## src/rtl/fft_stage_sequencer.sv

```systemverilog
`default_nettype none
// ============================================================================
// Module      : fft_stage_sequencer
// Description : Issues the butterfly index pairs and twiddle addresses for an
//               in-place radix-2 FFT of SAMPLES points. One start runs all
//               LOG2N stages and issues one pair per valid/ready transfer.
//               Optional macro FFT_STAGE_BARRIER_EN inserts a FLUSH state
//               after each stage and waits for bf_flushed before moving on.
// Revision    : 1.0 - initial release
// ============================================================================
module fft_stage_sequencer #(
  parameter int SAMPLES = 8,
  localparam int LOG2N = $clog2(SAMPLES),
  localparam int SW = $clog2(LOG2N)
) (
  input  logic             clk,
  input  logic             rst_n,
  input  logic             start,
  output logic             busy,
  output logic             done,
  output logic             bf_valid,
  input  logic             bf_ready,
  output logic [LOG2N-1:0] idx_a,
  output logic [LOG2N-1:0] idx_b,
  output logic [LOG2N-2:0] twiddle_idx,
  output logic [SW-1:0]    stage,
  input  logic             bf_flushed
);

  localparam logic [LOG2N-2:0] C_P_LAST = (LOG2N-1)'(SAMPLES/2 - 1);
  localparam logic [SW-1:0]    C_S_LAST = SW'(LOG2N - 1);

  typedef enum logic [1:0] {
    S_IDLE  = 2'd0,
    S_RUN   = 2'd1,
    S_FLUSH = 2'd2,
    S_FIN   = 2'd3
  } state_t;

  state_t           r_state;
  logic [LOG2N-2:0] r_p;

  // Upper-leg index: insert a zero bit at position s into the pair counter.
  function automatic logic [LOG2N-1:0] f_idx_a(input logic [SW-1:0] s,
                                               input logic [LOG2N-2:0] p);
    logic [LOG2N-1:0] w_p;
    logic [LOG2N-1:0] w_mask;
    w_p    = {1'b0, p};
    w_mask = (LOG2N'(1) << s) - LOG2N'(1);
    return (((w_p >> s) << 1) << s) | (w_p & w_mask);
  endfunction

  // Lower leg sits exactly one span (1<<s) above the upper leg.
  function automatic logic [LOG2N-1:0] f_idx_b(input logic [SW-1:0] s,
                                               input logic [LOG2N-2:0] p);
    return f_idx_a(s, p) | (LOG2N'(1) << s);
  endfunction

  // Twiddle exponent: position within the butterfly group scaled to N/2 range.
  function automatic logic [LOG2N-2:0] f_tw(input logic [SW-1:0] s,
                                            input logic [LOG2N-2:0] p);
    logic [LOG2N-2:0] w_mask;
    logic [SW:0]      w_sh;
    // For s = LOG2N-1 the shift wraps to zero and the mask becomes all ones.
    w_mask = ((LOG2N-1)'(1) << s) - (LOG2N-1)'(1);
    w_sh   = (SW+1)'(LOG2N - 1) - {1'b0, s};
    return (p & w_mask) << w_sh;
  endfunction

`ifndef FFT_STAGE_BARRIER_EN
  // The flush handshake only matters with the stage barrier built in.
  logic w_unused_flushed;
  assign w_unused_flushed = bf_flushed;
`endif

  // Sequencer FSM; every output is a registered decode of (stage, p).
  always_ff @(posedge clk or negedge rst_n) begin
    if (!rst_n) begin
      r_state     <= S_IDLE;
      r_p         <= '0;
      stage       <= '0;
      busy        <= 1'b0;
      done        <= 1'b0;
      bf_valid    <= 1'b0;
      idx_a       <= '0;
      idx_b       <= '0;
      twiddle_idx <= '0;
    end else begin
      case (r_state)
        S_IDLE: begin
          done <= 1'b0;
          if (start) begin
            r_state     <= S_RUN;
            busy        <= 1'b1;
            bf_valid    <= 1'b1;
            stage       <= '0;
            r_p         <= '0;
            idx_a       <= f_idx_a('0, '0);
            idx_b       <= f_idx_b('0, '0);
            twiddle_idx <= f_tw('0, '0);
          end
        end
        S_RUN: begin
          // bf_valid is always high here, so bf_ready alone marks a transfer.
          if (bf_ready) begin
            if (r_p != C_P_LAST) begin
              r_p         <= r_p + 1'b1;
              idx_a       <= f_idx_a(stage, r_p + 1'b1);
              idx_b       <= f_idx_b(stage, r_p + 1'b1);
              twiddle_idx <= f_tw(stage, r_p + 1'b1);
            end else begin
              r_p <= '0;
`ifdef FFT_STAGE_BARRIER_EN
              r_state  <= S_FLUSH;
              bf_valid <= 1'b0;
`else
              if (stage != C_S_LAST) begin
                stage       <= stage + 1'b1;
                idx_a       <= f_idx_a(stage + 1'b1, '0);
                idx_b       <= f_idx_b(stage + 1'b1, '0);
                twiddle_idx <= f_tw(stage + 1'b1, '0);
              end else begin
                r_state  <= S_FIN;
                bf_valid <= 1'b0;
                busy     <= 1'b0;
                done     <= 1'b1;
              end
`endif
            end
          end
        end
`ifdef FFT_STAGE_BARRIER_EN
        S_FLUSH: begin
          if (bf_flushed) begin
            if (stage != C_S_LAST) begin
              r_state     <= S_RUN;
              bf_valid    <= 1'b1;
              stage       <= stage + 1'b1;
              idx_a       <= f_idx_a(stage + 1'b1, '0);
              idx_b       <= f_idx_b(stage + 1'b1, '0);
              twiddle_idx <= f_tw(stage + 1'b1, '0);
            end else begin
              r_state <= S_FIN;
              busy    <= 1'b0;
              done    <= 1'b1;
            end
          end
        end
`endif
        S_FIN: begin
          // start is deliberately not sampled here.
          done    <= 1'b0;
          r_state <= S_IDLE;
        end
        default: begin
          r_state  <= S_IDLE;
          busy     <= 1'b0;
          done     <= 1'b0;
          bf_valid <= 1'b0;
        end
      endcase
    end
  end

endmodule
`default_nettype wire

```

## config.mk

```make
export PLATFORM = sky130hd
export DESIGN_NAME = fft_stage_sequencer
export DESIGN_NICKNAME = d
export VERILOG_FILES = /design/src/rtl/fft_stage_sequencer.sv
export SDC_FILE = /design/constraint.sdc
export NUM_CORES = 1
export LEC_CHECK = 0
export BUFFER_PORTS_ARGS = -buffer_cell sky130_fd_sc_hd__buf_2
export CAP_MARGIN = 15
export CORE_MARGIN = 3
export CORE_UTILIZATION = 48
export DETAILED_ROUTE_END_ITERATION = 8
export GPL_TIMING_DRIVEN = 0
export PLACE_DENSITY_LB_ADDON = 0.15
export SLEW_MARGIN = 20
export SYNTH_ARGS = -nofsm -noshare
export SYNTH_HDL_FRONTEND = slang
export SYNTH_SLANG_ARGS = --single-unit
```

## constraint.sdc

```tcl
create_clock -name clk -period 1.8 [get_ports clk]
set_input_delay 0.36 -clock clk [delete_from_list [all_inputs] [get_ports clk]]
set_output_delay 0.36 -clock clk [all_outputs]
set_load 0.05 [all_outputs]
```

Word-level counts from Yosys, hierarchy flattened

Cells that the tools add are included.

$add $sub $neg: 6
Eq/ne operators: 10
Shift-type cells: 9
Mux-type cells: 36
Bitwise operators: 6
Reduce and logical (&&, ||, !) cells: 8

Operator list:

| operator                                                            | number |
|---|---|
| 2-bit two-way mux                                                   | 13 |
| 3-bit two-way mux                                                   | 8 |
| 2-bit case mux with 2 select lines                                  | 4 |
| 2-bit != test (second input constant)                               | 7 |
| 3-bit case mux with 2 select lines                                  | 2 |
| 5-bit AND reduction                                                 | 2 |
| 3-bit bitwise OR                                                    | 3 |
| 1-bit two-way mux                                                   | 8 |
| 4-bit AND reduction                                                 | 2 |
| 3-bit AND reduction                                                 | 2 |
| 1-bit by 2-bit left shift with 3-bit output (first input constant)  | 2 |
| 3-bit by 2-bit left shift with 3-bit output                         | 2 |
| 2-bit by 2-bit subtractor with 3-bit output (first input constant)  | 2 |
| 2-bit by 1-bit adder with 2-bit output (second input constant)      | 2 |
| 2-bit by 3-bit bitwise AND with 3-bit output                        | 1 |
| 3-bit != test (second input constant)                               | 1 |
| 1-bit case mux with 3 select lines                                  | 1 |
| 1-bit by 3-bit left shift with 2-bit output (first input constant)  | 1 |
| 2-bit by 3-bit left shift with 2-bit output                         | 1 |
| 3-bit by 2-bit subtractor with 3-bit output (second input constant) | 1 |
| 2-bit bitwise AND                                                   | 1 |
| 2-bit by 1-bit == test with 1-bit output (second input constant)    | 1 |
| 2-bit == test (second input constant)                               | 1 |
| 2-bit logical NOT                                                   | 1 |
| other kinds (6)                                                     | 6 |

Register bits after elaboration: 16
Output and inout port bits: 13

Depth between registers and ports, before layout

Gate-level depths: netlist (run 1).

Word-level depth: 8
Gate-level depth with buffers: 6
Mapped depth without buffers: 6

Worst setup path before layout (run 1)

OpenSTA, ideal clock, no wires.

Kind: reg-to-reg
From: reg stage[0]
To: reg idx_a[0]
Setup time: 125 ps
Arrival: 1881 ps
Data required time: 1675 ps
Setup slack: -206 ps
Cell stages (with the launch flop): 7
Period minus slack after synthesis: 2006 ps
Cell sequence: dfrtp_1 > inv_2 > ha_1 > nand2_1 > nand3_1 > a21oi_4 > mux2_2

Word-level cells in the longest chain between the ends: 7
Elaborated cells on any way between the ends: 16
Those cells by class: add/sub: 2; eq/ne: 2; shift: 5; mux: 4; bitwise: 2; reduce/logical: 1

Ends and longest elaborated chain:

| item                                                                                                        | line    | RTL |
|---|---|---|
| start: declaration                                                                                          | 26      | `output logic [SW-1:0] stage,` |
| start signal: assignment                                                                                    | 118     | `stage <= stage + 1'b1;` |
| 2-bit by 1-bit adder with 2-bit output or 1-bit by 2-bit left shift with 3-bit output (tied branches)       | 119, 49 |  |
| 1-bit by 2-bit right shift with 2-bit output or 3-bit by 2-bit subtractor with 3-bit output (tied branches) | 50, 49  |  |
| 3-bit by 2-bit left shift with 3-bit output or 2-bit by 3-bit bitwise AND with 3-bit output (tied branches) | 50      | `return (((w_p >> s) << 1) << s) \| (w_p & w_mask);` |
| 3-bit two-way mux or 3-bit bitwise OR (tied branches)                                                       | 117, 50 |  |
| 3-bit two-way mux                                                                                           | 106     | `if (r_p != C_P_LAST) begin` |
| 3-bit two-way mux                                                                                           | 105     | `if (bf_ready) begin` |
| 3-bit case mux with 2 select lines                                                                          | 89      | `case (r_state)` |
| end signal: assignment                                                                                      | 98      | `idx_a <= f_idx_a('0, '0);` |
| end signal: assignment                                                                                      | 108     | `idx_a <= f_idx_a(stage, r_p + 1'b1);` |
| end signal: assignment                                                                                      | 119     | `idx_a <= f_idx_a(stage + 1'b1, '0);` |
| end: declaration                                                                                            | 23      | `output logic [LOG2N-1:0] idx_a,` |

Parallel ways exist; a longest one is shown, timed or not. The select of a mux whose other input is x is not followed.
A chain may end at the register's enable or synchronous reset.

Worst setup path after layout (run 1)

From: reg r_p[0]
To: reg idx_b[1]

Word-level cells in the longest chain between the ends: 8
Elaborated cells on any way between the ends: 12
Those cells by class: add/sub: 1; eq/ne: 2; shift: 2; mux: 3; bitwise: 3; reduce/logical: 1

Ends and longest elaborated chain:

| item                                         | line | RTL |
|---|---|---|
| start: declaration                           | 41   | `logic [LOG2N-2:0] r_p;` |
| start signal: assignment                     | 107  | `r_p <= r_p + 1'b1;` |
| 2-bit by 1-bit adder with 2-bit output       | 109  | `idx_b <= f_idx_b(stage, r_p + 1'b1);` |
| 2-bit by 2-bit right shift with 2-bit output | 50   |  |
| 3-bit by 2-bit left shift with 3-bit output  | 50   |  |
| 3-bit bitwise OR                             | 50   |  |
| 3-bit bitwise OR                             | 56   | `return f_idx_a(s, p) \| (LOG2N'(1) << s);` |
| 3-bit two-way mux                            | 106  |  |
| 3-bit two-way mux                            | 105  |  |
| 3-bit case mux with 2 select lines           | 89   |  |
| end signal: assignment                       | 99   | `idx_b <= f_idx_b('0, '0);` |
| end signal: assignment                       | 109  |  |
| end signal: assignment                       | 120  | `idx_b <= f_idx_b(stage + 1'b1, '0);` |
| end: declaration                             | 24   | `output logic [LOG2N-1:0] idx_b,` |

Parallel ways exist; a longest one is shown, timed or not. The select of a mux whose other input is x is not followed.

==> impl_metrics.tcl, run 1 <==
set metrics [dict create \
    syn_nets 105 \
    fin_crit_ns 1.724 \
    fin_ws_ns 0.07571 \
    wl_met1_um 943 \
    fill_cells 154 \
    post_drt_wl_per_cell_um 13.92 \
    rows 15 \
    cts.sinks 16 \
    nets 132 \
    first_pass_iters 8 \
    setup_viol_count_final 0 \
    crit_arrival_ns 1.90 \
    clk_pin_slew_ns 0.10 \
    gp_congestion 0.8679 \
    ant_nets 0 \
    viasPerCell 5.507 \
    cp_max_fo 10 \
    grt_pass1_vias 714 \
    grt_max_degree 17 \
    synth_seq_cells 16 \
    dr.max_layer_used "met3" \
    avgSynthCellArea_um2 10.33 \
    start_util_pct 53.33 \
    antenna_cells 0 \
    met2_length_um 951 \
    cts_root_buffer "clkbuf_4" \
    dp.cells 134 \
    hold_violations 0 \
    cp-end-kind "flip-flop" \
    clk_latency_ns 0.28 \
    p_per_area_nw_per_um2 2060 \
    final_cell_mix "18 x buf_2, 13 x dfrtp_1, 9 x nand2_1" \
    port-buffer-count 16 \
    synthCells 93 \
    ys_types 31 \
    grt_antenna_before_repair 0 \
    cts_tree "built" \
    pre_cts_ws_ns 0.01311 \
    vias 793 \
    worstPathRequired_ns 1.97 \
    holdCritPathClass "input port to flip-flop" \
    status "finished with violations" \
    grt_pass1_wl_um 3305 \
    skew_ns 0.004305 \
    seq_area_frac_synth_pct 41.67 \
    rsz0062_at_grt "no" \
    leakage_nw 0.5606 \
    syn_to_final_growth_pct 22.00 \
    cp-start-kind "flip-flop" \
    violations "DRC" \
    maxSlewViolCount 0 \
    mostFrequentLayoutCell "buf_2" \
    netlist_area_um2 960.9 \
    io_pins 18 \
    seqCellArea_um2 404.1 \
    htree_levels 1 \
    tightestPinTransition_ns 0.3930 \
    dr_wl_met3_um 108 \
    relSlewSlack_pct 73.60 \
    ir_drop_v 0.001100 \
    cap_viol_max_count 0 \
    grt_overflow 0 \
    die-area_um2 2575 \
    setup_tns_ns 0 \
    die_h_um 50.74 \
    cts_made_buffers 3 \
    drive_above_1_share_pct 36.97 \
    yosys_warnings 0 \
    drt-initial-drc-count 23 \
    fin_crit_sh_pct 95.79 \
    die_x_um 50.74 \
    core_um2 1802 \
    grt_usage_pct 17.18 \
    fmax_ghz 0.5800 \
    dp_hpwl_um 1423 \
    drc 1 \
    worstSetupPathType "flip-flop to flip-flop" \
    final_cells 144 \
    cts.path.max_buffers 2 \
    wl_um 2004 \
    multi_input_area_um2 529.3 \
]
==> state kept, by name, indices dropped and copies added, names as in the netlist <==
name,flops
stage,2
idx_b,3
r_p,2
twiddle_idx,2
done,1
bf_valid,1
idx_a,3
r_state,2
==> worst max-delay path, cell delays in order, from the launching register on <==
cell       delay [ns]
dfrtp_2          0.46
ha_1             0.25
buf_2            0.20
a2111oi_4        0.34
nor3_1           0.10
mux2_4           0.26
==> cell type report <==
| type | instances | area share [%] |
|---|---|---|
| flip-flops and latches | 16 | 34.47 |
| clock buffers | 4 | 3.095 |
| well taps | 25 | 2.668 |
| multi-input cells | 67 | 45.14 |
| repair buffers | 22 | 10.89 |
| plain buffers | 3 | 1.494 |
| inverters | 7 | 2.241 |
==> synthesized netlist by cell type <==
cell       instances  area share, %
and3_1             1           0.65
o21ai_0            7            3.6
or3_1              1           0.65
mux2_2             5            5.9
nand4b_1           1           0.91
a21o_1             1           0.78
inv_1              5            2.0
dfrtp_1           16             42
nand3_1            2            1.0
mux2_4             1            1.6
inv_2              2           0.78
nand3b_1           2            1.6
nor2_1             2           0.78
nor2b_1            5            3.3
a22o_1             2            1.8
nand2b_1           3            2.0
ha_1               7            9.1
nand2_1            9            3.5
o21ai_1            1           0.52
o22ai_1            1           0.65
a32o_1             3            3.1
nor3_1             3            1.6
xnor2_1            1           0.91
nor3b_2            1            1.3
buf_2              2            1.0
buf_4              1           0.78
a21oi_1            2            1.0
a2111oi_4          1            2.9
a21oi_4            1            1.7
nor4_1             1           0.65
nor3b_1            3            2.3
==> routing by layer <==
layer | vias to the layer above | track usage (%)
met5 | - | 0
met4 | 0 | 5.381
met3 | 0 | 2.671
met2 | 38 | 26.96
met1 | 375 | 24.20
li1 | 380 | -
==> path summary, 6_finish.rpt <==
check | depth (start not counted) | slack, ns | end | startpoint
setup / recovery | 5 | 0.08 | idx_b[1] | r_p[0]
hold / removal | 3 | 0.40 | bf_valid | start
setup reg to reg | 5 | 0.08 | idx_b[1] | r_p[0]
hold reg to reg | 1 | 0.51 | idx_b[2] | idx_b[2]
max in group asynchronous | 2 | 1.00 | stage[1] | rst_n
min in group asynchronous | 2 | 0.52 | bf_valid | rst_n
==> stage by stage <==
stage / total power [W] / hold slack (ns) / cell area (um2) / util, %
2_1_floorplan: 0.001766 / 0.06441 / 963.4 / -
3_3_place_gp: 0.002040 / 0.2899 / 1075 / 59.65
3_5_place_dp: 0.002063 / 0.2935 / 1075 / 59.65
4_1_cts: 0.002319 / 0.4007 / 1124 / 62.36
5_1_grt: 0.002576 / 0.3964 / 1172 / 65.07
6_report: 0.002415 / 0.4049 / 1172 / 65.07
==> repair_timing <==
action / CTS / global route
hold buffers: 1 / 0
pin swaps: 0 / 1
endpoints found under the hold margin: 16 / 0
setup buffers: 0 / 5
endpoints found under the setup margin: 1 / 6
resized for setup: 1 / 3
==> cells by family (layout without fill, tap and decap cells) <==
logic type	after synthesis	in the layout	synth area share (%)
flops	16	16	41.67
mux	6	6	7.421
compound gates	19	19	16.15
buf+inv	10	36	4.558
simple gates	34	34	20.18
fa+ha+maj	7	7	9.114
xor+xnor	1	1	0.9116
==> report_power, final <==
group          switching [W]  internal (W)
registers           0.000112      0.000506
logic               0.000946      0.000613
clock network       0.000114      0.000123
total                0.00117       0.00124
Note: power is estimated with default switching activity, not from simulation.
==> run 2, diff against run 1 <==
ABC_AREA = 1   (was unset)
CORE_MARGIN = unset   (was 3)
==> impl_metrics.tcl, run 2 <==
set metrics [dict create \
    skew_ns 0.003745 \
    syn_nets 132 \
    synth.area.top_cells "dfrtp_1 43%, nand2_1 14%, ha_1 9.4%" \
    ff2ff_path_depth 8 \
    gp_congestion 0.8457 \
    cts_tree "built" \
    async_reset_ff_share_pct 100.0 \
    seq_area_frac_synth_pct 43.01 \
    r2r_slack_ns 0.19 \
    cts_resized 0 \
    synth-edff-count 0 \
    top_regs "idx_a x3, idx_b x3" \
    synthCells 120 \
    drt-initial-drc-count 7 \
    avgSynthCellArea_um2 7.757 \
    final_cell_mix "35 x nand2_1, 16 x buf_2, 15 x nand3_1, 15 x dfrtp_1" \
    cp-end-kind "flip-flop" \
    grt_usage_pct 19.06 \
    cp-start-kind "flip-flop" \
    synthFlopType "dfrtp_1" \
    status "finished clean" \
    yosys.cell_count.top_type "nand2_1" \
    ys_types 19 \
    yosysTopAreaCellShare_pct 43.01 \
    p_per_area_nw_per_um2 2037 \
    maxSlewViolCount 0 \
    die_h_um 46.04 \
    fin_crit_ns 1.611 \
    rr_endpoint "idx_b[2]" \
    nets 154 \
    setup_viol_count_final 0 \
    fin_crit_sh_pct 89.50 \
    worstPathRequired_ns 1.99 \
    final_cells 166 \
    port-buffer-count 16 \
    first_pass_iters 4 \
    cp_max_fo 9 \
    grt_max_degree 17 \
    crit_arrival_ns 1.80 \
    post_drt_wl_per_cell_um 10.63 \
    synth_common_cells "35 x nand2_1, 16 x dfrtp_1, 15 x nand3_1" \
    clk_pin_slew_ns 0.10 \
    leakage_nw 0.6102 \
    cts_root_buffer "clkbuf_4" \
    netlist.top_cell.by_area "dfrtp_1" \
    die_x_um 46.04 \
    die-area_um2 2120 \
    dp.cells 161 \
    reg2reg_from "stage[0]" \
    ant_nets 0 \
    viasPerCell 4.795 \
    cts_made_buffers 3 \
    hold_slack_ns 0.2916 \
    ir_drop_v 0.001108 \
    hold_violations 0 \
    fmax_ghz 0.6208 \
    worstSetupPathType "flip-flop to flip-flop" \
    yosys_warnings 0 \
    holdCritPathClass "input port to flip-flop" \
    htree_levels 1 \
    grt_antenna_before_repair 0 \
    syn_to_final_growth_pct 17.07 \
    rows 15 \
    relSlewSlack_pct 75.10 \
    hold_end "bf_valid" \
    rsz0062_at_grt "no" \
    tightestPinTransition_ns 0.3696 \
    hp-start "start" \
    mostFrequentLayoutCell "nand2_1" \
    antenna_cells 0 \
    start_util_pct 52.77 \
    cap_viol_max_count 0 \
    dp_hpwl_um 1318 \
    grt_pass1_wl_um 2863 \
    drive_above_1_share_pct 21.28 \
    synth_seq_cells 16 \
    io_pins 18 \
    grt_overflow 0 \
    clk_latency_ns 0.28 \
    core_um2 1764 \
    vias 796 \
    hold-path-cell-count 3 \
    final_util_pct 61.77 \
    fin_area_um2 1090 \
    setup_tns_ns 0 \
    wl_um 1765 \
    cts.sinks 16 \
    drc 0 \
    grt_pass1_vias 684 \
    cts.path.max_buffers 2 \
    netlist_area_um2 930.9 \
    postPlaceCellArea_um2 1044 \
]
## run 2: worst max-delay path, cell delays in order (launching register included)
cell      delay (ns)
dfrtp_2         0.45
inv_1           0.15
ha_1            0.24
nand2_1         0.11
o21bai_1        0.11
nor2_4          0.25
inv_4           0.08
nand2_1         0.07
nand2_1         0.05
## run 2: repair_timing
action | in CTS | in global routing
hold endpoints to repair | 16 | 0
hold buffers | 1 | 0
buffers inserted | 0 | 0
## run 2: how the worst max path moves through the flow
stage | to | slack [ns] | start
2_1_floorplan | idx_a[0] | 0.15 | stage[0]
3_3_place_gp | idx_b[2] | 0.21 | stage[0]
3_5_place_dp | idx_b[2] | 0.20 | stage[0]
4_1_cts | idx_b[2] | 0.18 | stage[0]
5_1_grt | stage[0] | 0.03 | r_p[0]
6_report | idx_b[2] | 0.19 | stage[0]
## run 2: stage by stage
stage               power, W  setup WS (ns)
detailed placement  0.001985         0.2023
finish              0.002220         0.1891
global route        0.002412        0.02663
global placement    0.001954         0.2109
floorplan           0.001698         0.1484
CTS                 0.002236         0.1842
## run 2: where the power goes
group,internal [W],leakage (nW),switching [W]
Clock,0.000123,0.0210,0.000117
Combinational,0.000391,0.391,0.000979
Sequential,0.000505,0.198,0.000104
## run 2: routing by layer
metal,share of wire (%),track usage [%],routed length [um],vias up
met1,51,25.68,906,348
li1,-,-,-,428
met5,0,0,0,-
met3,3.0,3.571,53,4
met2,44,30.14,779,16
met4,1.4,7.059,25,0
## run 2: layout make-up
type	instances	area [um2]
Fill cell	169	674.4
Multi-Input combinational cell	90	471.7
Sequential cell	16	401.6
Timing Repair Buffer	17	90.09
Inverter	13	51.30
Clock buffer	4	36.28
Tap cell	25	31.28
Buffer	1	7.507
## run 2: cells by family after synthesis
logic type / after synthesis / synth area share (%)
and+or+nand+nor: 72 / 34.54
DFF: 16 / 43.01
adders and majority gates: 7 / 9.408
buffers and inverters: 14 / 6.318
AOI/OAI and AO/OA: 11 / 6.720
==> run 3, diff against run 2 <==
CORE_UTILIZATION = 50   (was 48)
clock period = 1.5 ns   (was 1.8 ns; I/O delays follow)
==> impl_metrics.tcl, run 3 (same netlist as run 2, synthesis figures left out) <==
set metrics [dict create \
    ant_nets 0 \
    leakage_nw 0.6431 \
    ir_drop_v 0.001384 \
    grt_overflow 0 \
    grt_max_degree 17 \
    cp-end-kind "flip-flop" \
    wl_met1_um 976 \
    clk_latency_ns 0.31 \
    worstSetupPathType "flip-flop to flip-flop" \
    grt_usage_pct 22.85 \
    setup_tns_ns 0 \
    tightestPinTransition_ns 0.3708 \
    clk_pin_slew_ns 0.11 \
    gp_congestion 0.8067 \
    hold_slack_ns 0.2414 \
    die_x_um 45.15 \
    holdCritPathClass "input port to flip-flop" \
    p_per_area_nw_per_um2 2474 \
    wl_um 2172 \
    postPlaceCellArea_um2 1052 \
    crit_arrival_ns 1.69 \
    worstPathRequired_ns 1.74 \
    antenna_cells 0 \
    cp-start-kind "flip-flop" \
    fin_crit_sh_pct 97.08 \
    grt_pass1_vias 790 \
    vias 851 \
    status "finished clean" \
    port-buffer-count 16 \
    rows 15 \
    fin_area_um2 1177 \
    cts.sinks 16 \
    first_pass_iters 4 \
    post_drt_wl_per_cell_um 12.78 \
    pre_cts_ws_ns -0.01516 \
    fin_crit_ns 1.456 \
    grt_pass1_wl_um 3381 \
    mostFrequentLayoutCell "nand2_1" \
    nets 158 \
    final_cell_mix "34 x nand2_1, 16 x buf_2, 15 x nand3_1" \
    drive_above_1_share_pct 29.66 \
    skew_ns 0.01543 \
    setup_viol_count_final 0 \
    maxSlewViolCount 0 \
    fmax_ghz 0.6867 \
    cp-startpoint "stage[0]" \
    reg2reg_from "stage[0]" \
    dr.max_layer_used "met4" \
    dr_wl_met3_um 69 \
    cts_root_buffer "clkbuf_4" \
    met2_length_um 1049 \
    hold_violations 0 \
    htree_levels 1 \
    die-area_um2 2039 \
    drc 0 \
    start_util_pct 53.91 \
    hp-start "start" \
    fin_ws_ns 0.04383 \
    io_pins 18 \
    die_h_um 45.15 \
    viasPerCell 5.006 \
    cap_viol_max_count 0 \
    cts_tree "built" \
    cts.path.max_buffers 2 \
    top_regs "idx_a x3, idx_b x3" \
    core_um2 1727 \
    grt_antenna_before_repair 0 \
    cp_max_fo 8 \
    dp_hpwl_um 1325 \
    fill_cells 154 \
    drt-initial-drc-count 14 \
    cts_made_buffers 3 \
    relSlewSlack_pct 75.28 \
    syn_to_final_growth_pct 26.48 \
]
==> run 3: cell count changes in the layout (fill, tap and decap cells not counted), moves of 2 or more <==
| cell | change |
|---|---|
| ha_1 | -3 |
| inv_1 | -2 |
| buf_4 | +3 |
| ha_4 | +2 |
==> run 3: critical path, cell delays in order (launching register included) <==
cell      delay [ns]
dfrtp_4         0.55
inv_6           0.11
ha_4            0.16
nand2_4         0.07
o21bai_4        0.20
nor2_4          0.08
inv_4           0.09
nand2_1         0.05
nand2_1         0.06
==> run 3: repair_timing <==
item                       CTS  global route
buffers inserted             0             3
resized for setup            2            10
hold buffers                 1             0
setup endpoints to repair    8            11
hold endpoints to repair    16             0
cloned                       1             0
pin swaps                    1             1
==> run 3: cell type report <==
class	instances	area (um2)	share of cell area, %
multi-input combinational	91	528.0	44.85
sequential	16	405.4	34.43
timing repair buffer	20	112.6	9.564
inverter	13	56.30	4.782
clock buffer	4	36.28	3.082
tap	25	31.28	2.657
buffer	1	7.507	0.6376
==> run 3: routing by layer <==
metal	GRT usage [%]	up-vias
met1	28.25	384
li1	-	436
met2	39.42	22
met3	3.600	9
met4	9.091	0
met5	0	-
==> run 3: path summary, 6_finish.rpt <==
path                                       end  slack [ns]  cells past startpoint
worst max-delay path                  idx_b[1]        0.04                      8
worst min-delay path                  bf_valid        0.24                      3
worst max register to register        idx_b[1]        0.04                      8
worst min register to register        idx_b[0]        0.47                      2
max in group asynchronous             stage[0]        0.78                      2
min in group asynchronous       twiddle_idx[1]        0.43                      2
==> run 3: per-stage QoR <==
step	power (W)	utilization [%]	instances
finish	0.002912	68.19	170
global route	0.003132	68.19	170
CTS	0.002719	64.64	167
detailed placement	0.002398	60.94	161
global placement	0.002361	60.94	161
floorplan	0.002060	-	120
==> run 3: power breakdown <==
part | internal [W] | switching, W
sequential | 0.000615 | 0.000148
clock | 0.000148 | 0.000156
combinational | 0.000571 | 0.00128
total | 0.00133 | 0.00158
